--- config.mk ---
export PLATFORM = sky130hd
export DESIGN_NAME = prog_loader_flat
export DESIGN_NICKNAME = d
export VERILOG_FILES = /design/src/rtl/prog_loader_if.sv /design/src/rtl/prog_loader.sv /design/src/flat_wrapper.sv
export SDC_FILE = /design/constraint.sdc
export NUM_CORES = 1
export LEC_CHECK = 0
export BUFFER_PORTS_ARGS = -buffer_cell sky130_fd_sc_hd__buf_2
export CAP_MARGIN = 20
export CORE_MARGIN = 5
export CORE_UTILIZATION = 40
export DETAILED_ROUTE_END_ITERATION = 10
export HOLD_SLACK_MARGIN = 0.03
export PLACE_DENSITY_LB_ADDON = 0.25
export SLEW_MARGIN = 0
export SYNTH_ARGS = -nofsm -noshare
export SYNTH_HDL_FRONTEND = slang
export SYNTH_SLANG_ARGS = --single-unit
--- constraint.sdc ---
create_clock -name clk -period 2.7 [get_ports clk]
set_input_delay 0.54 -clock clk [delete_from_list [all_inputs] [get_ports clk]]
set_output_delay 0.54 -clock clk [all_outputs]
set_load 0.1 [all_outputs]
--- src/rtl/prog_loader_if.sv ---
// Byte-stream handshake between the host byte source (master) and the loader (slave).
interface prog_loader_if #(
  parameter int DATA_W = 8
);
  logic              in_valid;
  logic [DATA_W-1:0] in_data;
  logic              in_ready;

  modport master (output in_valid, output in_data, input in_ready);
  modport slave  (input in_valid, input in_data, output in_ready);
endinterface

--- src/rtl/prog_loader.sv ---
// Program-memory loader: takes a length-prefixed, checksummed byte frame and writes the
// data bytes into program memory while holding the CPU in reset.
//
//   state  | meaning
//   -------+-----------------------------------------------------------
//   IDLE   | no session since reset, waiting for start
//   LEN_HI | expecting length high byte (low nibble = N[11:8])
//   LEN_LO | expecting length low byte (N[7:0])
//   DATA   | writing data bytes, remaining_q counts down to 1
//   CSUM   | expecting checksum byte
//   DONE   | frame sums to zero, CPU released
//   ERR    | frame checksum bad, CPU stays held
module prog_loader #(
  parameter int                 ADDR_W    = 12,
  parameter int                 DATA_W    = 8,
  parameter logic [ADDR_W-1:0]  BASE_ADDR = '0
) (
  input  logic              clk,
  input  logic              reset,
  input  logic              start_i,
  prog_loader_if.slave      in_if,
  output logic              mem_we_o,
  output logic [ADDR_W-1:0] mem_addr_o,
  output logic [DATA_W-1:0] mem_wdata_o,
  output logic              cpu_hold_o,
  output logic              done_o,
  output logic              error_o,
  output logic [ADDR_W-1:0] bytes_loaded_o
);

  typedef enum logic [2:0] {
    S_IDLE,
    S_LEN_HI,
    S_LEN_LO,
    S_DATA,
    S_CSUM,
    S_DONE,
    S_ERR
  } state_t;

  state_t            state_q;
  logic [3:0]        len_hi_q;
  logic [ADDR_W-1:0] remaining_q;
  logic [ADDR_W-1:0] bytes_loaded_q;
  logic [DATA_W-1:0] csum_q;
  logic              mem_we_q;
  logic [ADDR_W-1:0] mem_addr_q;
  logic [DATA_W-1:0] mem_wdata_q;
  logic              cpu_hold_q;
  logic              done_q;
  logic              error_q;

  logic              in_ready;
  logic              xfer;
  logic [DATA_W-1:0] csum_d;
  logic [ADDR_W-1:0] len_d;

  // Ready depends on state alone so the source may wait on it before raising valid.
  assign in_ready = (state_q == S_LEN_HI) || (state_q == S_LEN_LO) ||
                    (state_q == S_DATA)   || (state_q == S_CSUM);

  always_comb begin
    xfer   = in_if.in_valid & in_ready;
    csum_d = csum_q + in_if.in_data;
    len_d  = ADDR_W'({len_hi_q, in_if.in_data});
  end

  always_ff @(posedge clk or posedge reset) begin
    if (reset) begin
      state_q        <= S_IDLE;
      len_hi_q       <= '0;
      remaining_q    <= '0;
      bytes_loaded_q <= '0;
      csum_q         <= '0;
      mem_we_q       <= 1'b0;
      mem_addr_q     <= '0;
      mem_wdata_q    <= '0;
      cpu_hold_q     <= 1'b0;
      done_q         <= 1'b0;
      error_q        <= 1'b0;
    end else begin
      mem_we_q <= 1'b0;
      if (xfer) csum_q <= csum_d;

      case (state_q)
        S_IDLE, S_DONE, S_ERR: begin
          if (start_i) begin
            state_q        <= S_LEN_HI;
            csum_q         <= '0;
            bytes_loaded_q <= '0;
            done_q         <= 1'b0;
            error_q        <= 1'b0;
            cpu_hold_q     <= 1'b1;
          end
        end
        S_LEN_HI: begin
          if (xfer) begin
            len_hi_q <= in_if.in_data[3:0];
            state_q  <= S_LEN_LO;
          end
        end
        S_LEN_LO: begin
          if (xfer) begin
            remaining_q <= len_d;
            state_q     <= (len_d == '0) ? S_CSUM : S_DATA;
          end
        end
        S_DATA: begin
          if (xfer) begin
            mem_we_q       <= 1'b1;
            mem_addr_q     <= BASE_ADDR + bytes_loaded_q;
            mem_wdata_q    <= in_if.in_data;
            bytes_loaded_q <= bytes_loaded_q + 1'b1;
            remaining_q    <= remaining_q - 1'b1;
            if (remaining_q == ADDR_W'(1)) state_q <= S_CSUM;
          end
        end
        S_CSUM: begin
          if (xfer) begin
            if (csum_d == '0) begin
              done_q     <= 1'b1;
              cpu_hold_q <= 1'b0;
              state_q    <= S_DONE;
            end else begin
              error_q <= 1'b1;
              state_q <= S_ERR;
            end
          end
        end
        default: state_q <= S_IDLE;
      endcase
    end
  end

  assign in_if.in_ready = in_ready;
  assign mem_we_o       = mem_we_q;
  assign mem_addr_o     = mem_addr_q;
  assign mem_wdata_o    = mem_wdata_q;
  assign cpu_hold_o     = cpu_hold_q;
  assign done_o         = done_q;
  assign error_o        = error_q;
  assign bytes_loaded_o = bytes_loaded_q;

endmodule

--- src/flat_wrapper.sv ---
// flat-port wrapper written by rule: the top's interface ports become plain ports
module prog_loader_flat 
#(
  parameter int                 ADDR_W    = 12,
  parameter int                 DATA_W    = 8,
  parameter logic [ADDR_W-1:0]  BASE_ADDR = '0
)
  (clk, reset, start_i, mem_we_o, mem_addr_o, mem_wdata_o, cpu_hold_o, done_o, error_o, bytes_loaded_o, in_if_in_valid, in_if_in_data, in_if_in_ready);
  prog_loader_if #(.DATA_W(DATA_W)) in_if_i ();
  input  logic clk;
  input  logic reset;
  input  logic start_i;
  output logic mem_we_o;
  output logic [ADDR_W-1:0] mem_addr_o;
  output logic [DATA_W-1:0] mem_wdata_o;
  output logic cpu_hold_o;
  output logic done_o;
  output logic error_o;
  output logic [ADDR_W-1:0] bytes_loaded_o;
  input wire logic [$bits(in_if_i.in_valid)-1:0] in_if_in_valid;
  input wire logic [$bits(in_if_i.in_data)-1:0] in_if_in_data;
  output wire logic [$bits(in_if_i.in_ready)-1:0] in_if_in_ready;
  assign in_if_i.in_valid = in_if_in_valid;
  assign in_if_i.in_data = in_if_in_data;
  assign in_if_in_ready = in_if_i.in_ready;
  prog_loader #(.ADDR_W(ADDR_W), .DATA_W(DATA_W), .BASE_ADDR(BASE_ADDR)) u_core (.clk(clk), .reset(reset), .start_i(start_i), .in_if(in_if_i), .mem_we_o(mem_we_o), .mem_addr_o(mem_addr_o), .mem_wdata_o(mem_wdata_o), .cpu_hold_o(cpu_hold_o), .done_o(done_o), .error_o(error_o), .bytes_loaded_o(bytes_loaded_o));
endmodule
==> flow_summary_export.csv <==
group,metric,value,unit
sta,setup_viol_count_final,0,
clocking,cts_made_buffers,9,
sta,final_max_slew_viol_count,0,
run_status,outcome,"finished, final reports clean",
clocking,clock_sink_count,63,
place,globalplace.congestion,0.793,
clocking,h-tree-depth,3,
floorplan,top_level_ports,49,
clocking,cts_tree,"done",
global_routing,grt_start_max_net_pins,64,
clocking,ctsLongestPathBuffers,2,
drt,drt_first_pass_iters,4,
setup_path,cp_data_arrival_time,2.75,ns
power_and_ir_drop,power.internal,2.65,mW
place,place_inst,498,
global_routing,grt_antenna_before_repair,0,
setup_path,crit-reg2reg-capture,"u_core.cpu_hold_o",
logic_synthesis,number_of_enable_type_register_cells_in_the_synthesized_netlist,0,
drt,totalWireLength,8.17,mm
setup_path,crit_type,"reg -> reg",
clocking,later_pin_clock_latency_in_the_skew_report,0.35,ns
place,place.detailed.hpwl,5.82,mm
setup_path,cp_data_required_time,2.94,ns
power_and_ir_drop,cellLeakagePower,1.98,nW
sta,max_freq,397,MHz
global_routing,number_of_global_route_vias_before_repair,2723,
floorplan,chipHeight,101,µm
setup_path,ff2ff_setup_slack,0.18,ns
drt,vias,2778,
floorplan,die_w,101,µm
layout,layout_commonest_cell,"sky130_fd_sc_hd__dfrtp_1",
drt,route.antenna.remaining_nets,0,
power_and_ir_drop,pwr-share-clk,0.185,
power_and_ir_drop,fraction_of_power_spent_switching_nets,0.480,
setup_path,worstSetupStartpointType,"flip-flop",
clocking,cts.repair_timing.setup_buffer_count,0,
logic_synthesis,synthesis_warning_total,0,
hold_path,class_of_the_most_critical_hold_timing_path,"in -> async",
power_and_ir_drop,finalPower,5.09,mW
setup_path,worst-path-buf-inv,0,
power_and_ir_drop,seqPwrFrac,0.299,
sta,clock_skew,0.00899,ns
floorplan,design.die.area,10200,µm²
layout,final-instance-count-excl-fill,514,
logic_synthesis,synthDistinctLibCells,52,
setup_path,timing.critical_path.cells,"ha_1 -> fa_1 -> a211oi_2 -> o21bai_1 -> a21oi_1 -> xnor2_1 -> or4_4 -> o22a_1",
drt,drt_iter0_drc,122,
setup_path,worst_setup_path_startpoint,"u_core.csum_q[0]",
place,placement_cell_area,3890,µm²
clocking,post_cts_resize_count,0,
logic_synthesis,synth_register_bits,63,
layout,utilization,0.505,
sta,tightest_slew,0.593,ns
setup_path,critical_path.reg2reg.startpoint,"u_core.csum_q[0]",
floorplan,core_outline_area,8180,µm²
global_routing,globalRouteTotalUtil,0.171,
setup_path,cp-endpoint,"u_core.cpu_hold_o",
logic_synthesis,netlist_instances,331,
drt,wl_per_instance,15.9,µm
drt,drc_errors,0,
layout,layout_common_cells,"63 x sky130_fd_sc_hd__dfrtp_1, 48 x sky130_fd_sc_hd__buf_2, 28 x sky130_fd_sc_hd__nand2_1, 28 x sky130_fd_sc_hd__nor2_1, 28 x sky130_fd_sc_hd__buf_4",
layout,finalInstanceArea,4130,µm²
setup_path,r2r.worst_path.cells,8,
logic_synthesis,postSynthAreaPerCell,10.1,µm²
layout,num_antenna_cells,0,
layout,drive_gt1_frac,0.308,
logic_synthesis,ys_dominant_reg_cell,"sky130_fd_sc_hd__dfrtp_1",
logic_synthesis,synthDominantAreaCellType,"sky130_fd_sc_hd__dfrtp_1",
layout,area_growth_syn_to_layout,24.1,%
floorplan,initial_utilization,0.407,
logic_synthesis,synth_nets,354,
clocking,cts_hold_buffers,0,
global_routing,grt_pass1_wl,13.7,mm
setup_path,critical_path.endpoint_type,"flip-flop",
drt,viasPerCell,5.40,
logic_synthesis,synth_top_cells_by_area,"sky130_fd_sc_hd__dfrtp_1 47%, sky130_fd_sc_hd__mux2_2 8.1%, sky130_fd_sc_hd__ha_1 3.8%",
global_routing,gr-total-overflow,0,
setup_path,critical_path_peak_fanout,5,
sta,final.min_clock_period,2.52,ns
setup_path,cp_depth,8,
clocking,worst_setup_hold_path_clk_slew,0.08,ns
power_and_ir_drop,vdd_drop_max,1380,µV
sta,slew-limit-headroom,0.603,
logic_synthesis,synthDominantCellAreaShare,0.474,
layout,design.final.nets,427,
power_and_ir_drop,total_switching_power,2.45,mW
logic_synthesis,post_synth_instance_area,3330,µm²
power_and_ir_drop,power_per_cell_area,1230,nW/µm²
sta,fraction_of_the_cycle_the_final_worst_path_needs,0.932,
sta,grt_setup_unrepaired,"false",
floorplan,placementRows,33,
clocking,cts-root-buf,"sky130_fd_sc_hd__clkbuf_8",
power_and_ir_drop,combPwrFrac,0.516,
run,max_cap_violations,0,
logic_synthesis,synth-async-reset-ratio,1.00,
setup_path,slowest_delay,0.56,ns
place,place.port_buffers,48,
sta,finalHoldViolations,0,
logic_synthesis,synth.yosys.seq_area_share,0.474,
setup_path,crit_path_slowest_cell,"sky130_fd_sc_hd__or4_4",
setup_path,cell_family_with_the_largest_share_of_critical_path_delay,"compound AO/OA/AOI/OAI gates",
[worst register-to-register path, cell delays in order, from the launching register on]
cell	delay, ns
sky130_fd_sc_hd__dfrtp_1	0.39
sky130_fd_sc_hd__ha_1	0.21
sky130_fd_sc_hd__fa_1	0.41
sky130_fd_sc_hd__a211oi_2	0.24
sky130_fd_sc_hd__o21bai_1	0.11
sky130_fd_sc_hd__a21oi_1	0.18
sky130_fd_sc_hd__xnor2_1	0.10
sky130_fd_sc_hd__or4_4	0.56
sky130_fd_sc_hd__o22a_1	0.23
[sequential cells by signal (all words and copies together) (netlist names)]
| register | flops |
|---|---|
| u_core.mem_addr_o | 12 |
| u_core.cpu_hold_o | 1 |
| u_core.remaining_q | 12 |
| u_core.state_q | 3 |
| u_core.len_hi_q | 4 |
| u_core.csum_q | 8 |
| u_core.error_o | 1 |
| u_core.done_o | 1 |
| u_core.mem_wdata_o | 8 |
| u_core.mem_we_o | 1 |
| u_core.bytes_loaded_o | 12 |
[synthesized netlist by cell type (2+ instances only)]
cell type / count
sky130_fd_sc_hd__xor2_1: 13
sky130_fd_sc_hd__a32oi_1: 3
sky130_fd_sc_hd__ha_1: 10
sky130_fd_sc_hd__inv_1: 7
sky130_fd_sc_hd__or4_1: 2
sky130_fd_sc_hd__o211ai_1: 4
sky130_fd_sc_hd__dfrtp_1: 63
sky130_fd_sc_hd__nor2_1: 28
sky130_fd_sc_hd__nor3b_1: 2
sky130_fd_sc_hd__a31oi_1: 2
sky130_fd_sc_hd__nand4_1: 6
sky130_fd_sc_hd__clkbuf_1: 12
sky130_fd_sc_hd__o22a_1: 2
sky130_fd_sc_hd__or3b_1: 2
sky130_fd_sc_hd__a21oi_1: 23
sky130_fd_sc_hd__nor4_1: 4
sky130_fd_sc_hd__mux2i_1: 3
sky130_fd_sc_hd__a211oi_1: 2
sky130_fd_sc_hd__o22ai_1: 3
sky130_fd_sc_hd__mux2_2: 24
sky130_fd_sc_hd__a2bb2oi_1: 2
sky130_fd_sc_hd__and3_1: 3
sky130_fd_sc_hd__nand3_1: 20
sky130_fd_sc_hd__nor3_1: 5
sky130_fd_sc_hd__xnor2_1: 5
sky130_fd_sc_hd__and3b_1: 4
sky130_fd_sc_hd__o21ai_0: 18
sky130_fd_sc_hd__or3_1: 2
sky130_fd_sc_hd__buf_2: 2
sky130_fd_sc_hd__nand2b_1: 3
sky130_fd_sc_hd__nand2_1: 28
sky130_fd_sc_hd__and2_1: 3
sky130_fd_sc_hd__buf_1: 2
[routing by layer]
layer,part of all wire,vias to the layer above,GRT usage
li1,-,1339,-
met1,0.48,1387,0.238
met2,0.47,41,0.267
met3,0.033,11,0.0337
met4,0.017,0,0.0603
met5,0,-,0
[how the worst min path moves through the flow]
stage,end,slack (ns),start,cells past startpoint
2_1_floorplan,u_core.csum_q[3],0.48,u_core.csum_q[3],2
3_3_place_gp,u_core.done_o,0.47,u_core.done_o,2
3_5_place_dp,u_core.done_o,0.48,u_core.done_o,2
4_1_cts,u_core.mem_addr_o[11],0.25,reset,3
5_1_grt,u_core.mem_addr_o[11],0.28,reset,3
6_report,u_core.remaining_q[10],0.26,reset,3
[metrics by stage]
stage                     setup slack [ns]  TNS, ns  hold slack, ns
after floorplan                     0.0210        0           0.484
after global placement              -0.244   -0.962           0.468
after detailed placement            -0.281    -1.12           0.481
after CTS                           0.0305        0           0.255
after global routing                0.0176        0           0.284
final                                0.183        0           0.256
[power by group through the flow]
stage	sequential, mW	combinational (mW)	clock [mW]
floorplan	2.18	1.32	0
global placement	1.52	2.60	0
detailed placement	1.53	2.63	0
CTS	1.52	2.64	0.968
global route	1.57	2.86	1.00
finish	1.52	2.63	0.945
[area by class of cell]
type	instances	area (µm²)
inverters	7	26.3
fillers	774	4050
multi-input cells	245	1680
flip-flops and latches	63	1580
clock buffers	9	124
well taps	105	131
repair buffers	78	490
clock inverters	7	103
[cell families after synthesis]
| group | Yosys count | synth area share |
|---|---|---|
| AND/OR/NAND/NOR | 118 | 0.183 |
| buffers and inverters | 23 | 0.0267 |
| AO/OA/AOI/OAI | 71 | 0.135 |
| flip-flops | 63 | 0.474 |
| multiplexers | 27 | 0.0903 |
| adder cells (fa/ha/maj) | 11 | 0.0436 |
| XOR/XNOR | 18 | 0.0474 |
Note: power is estimated with default switching activity, not from simulation.
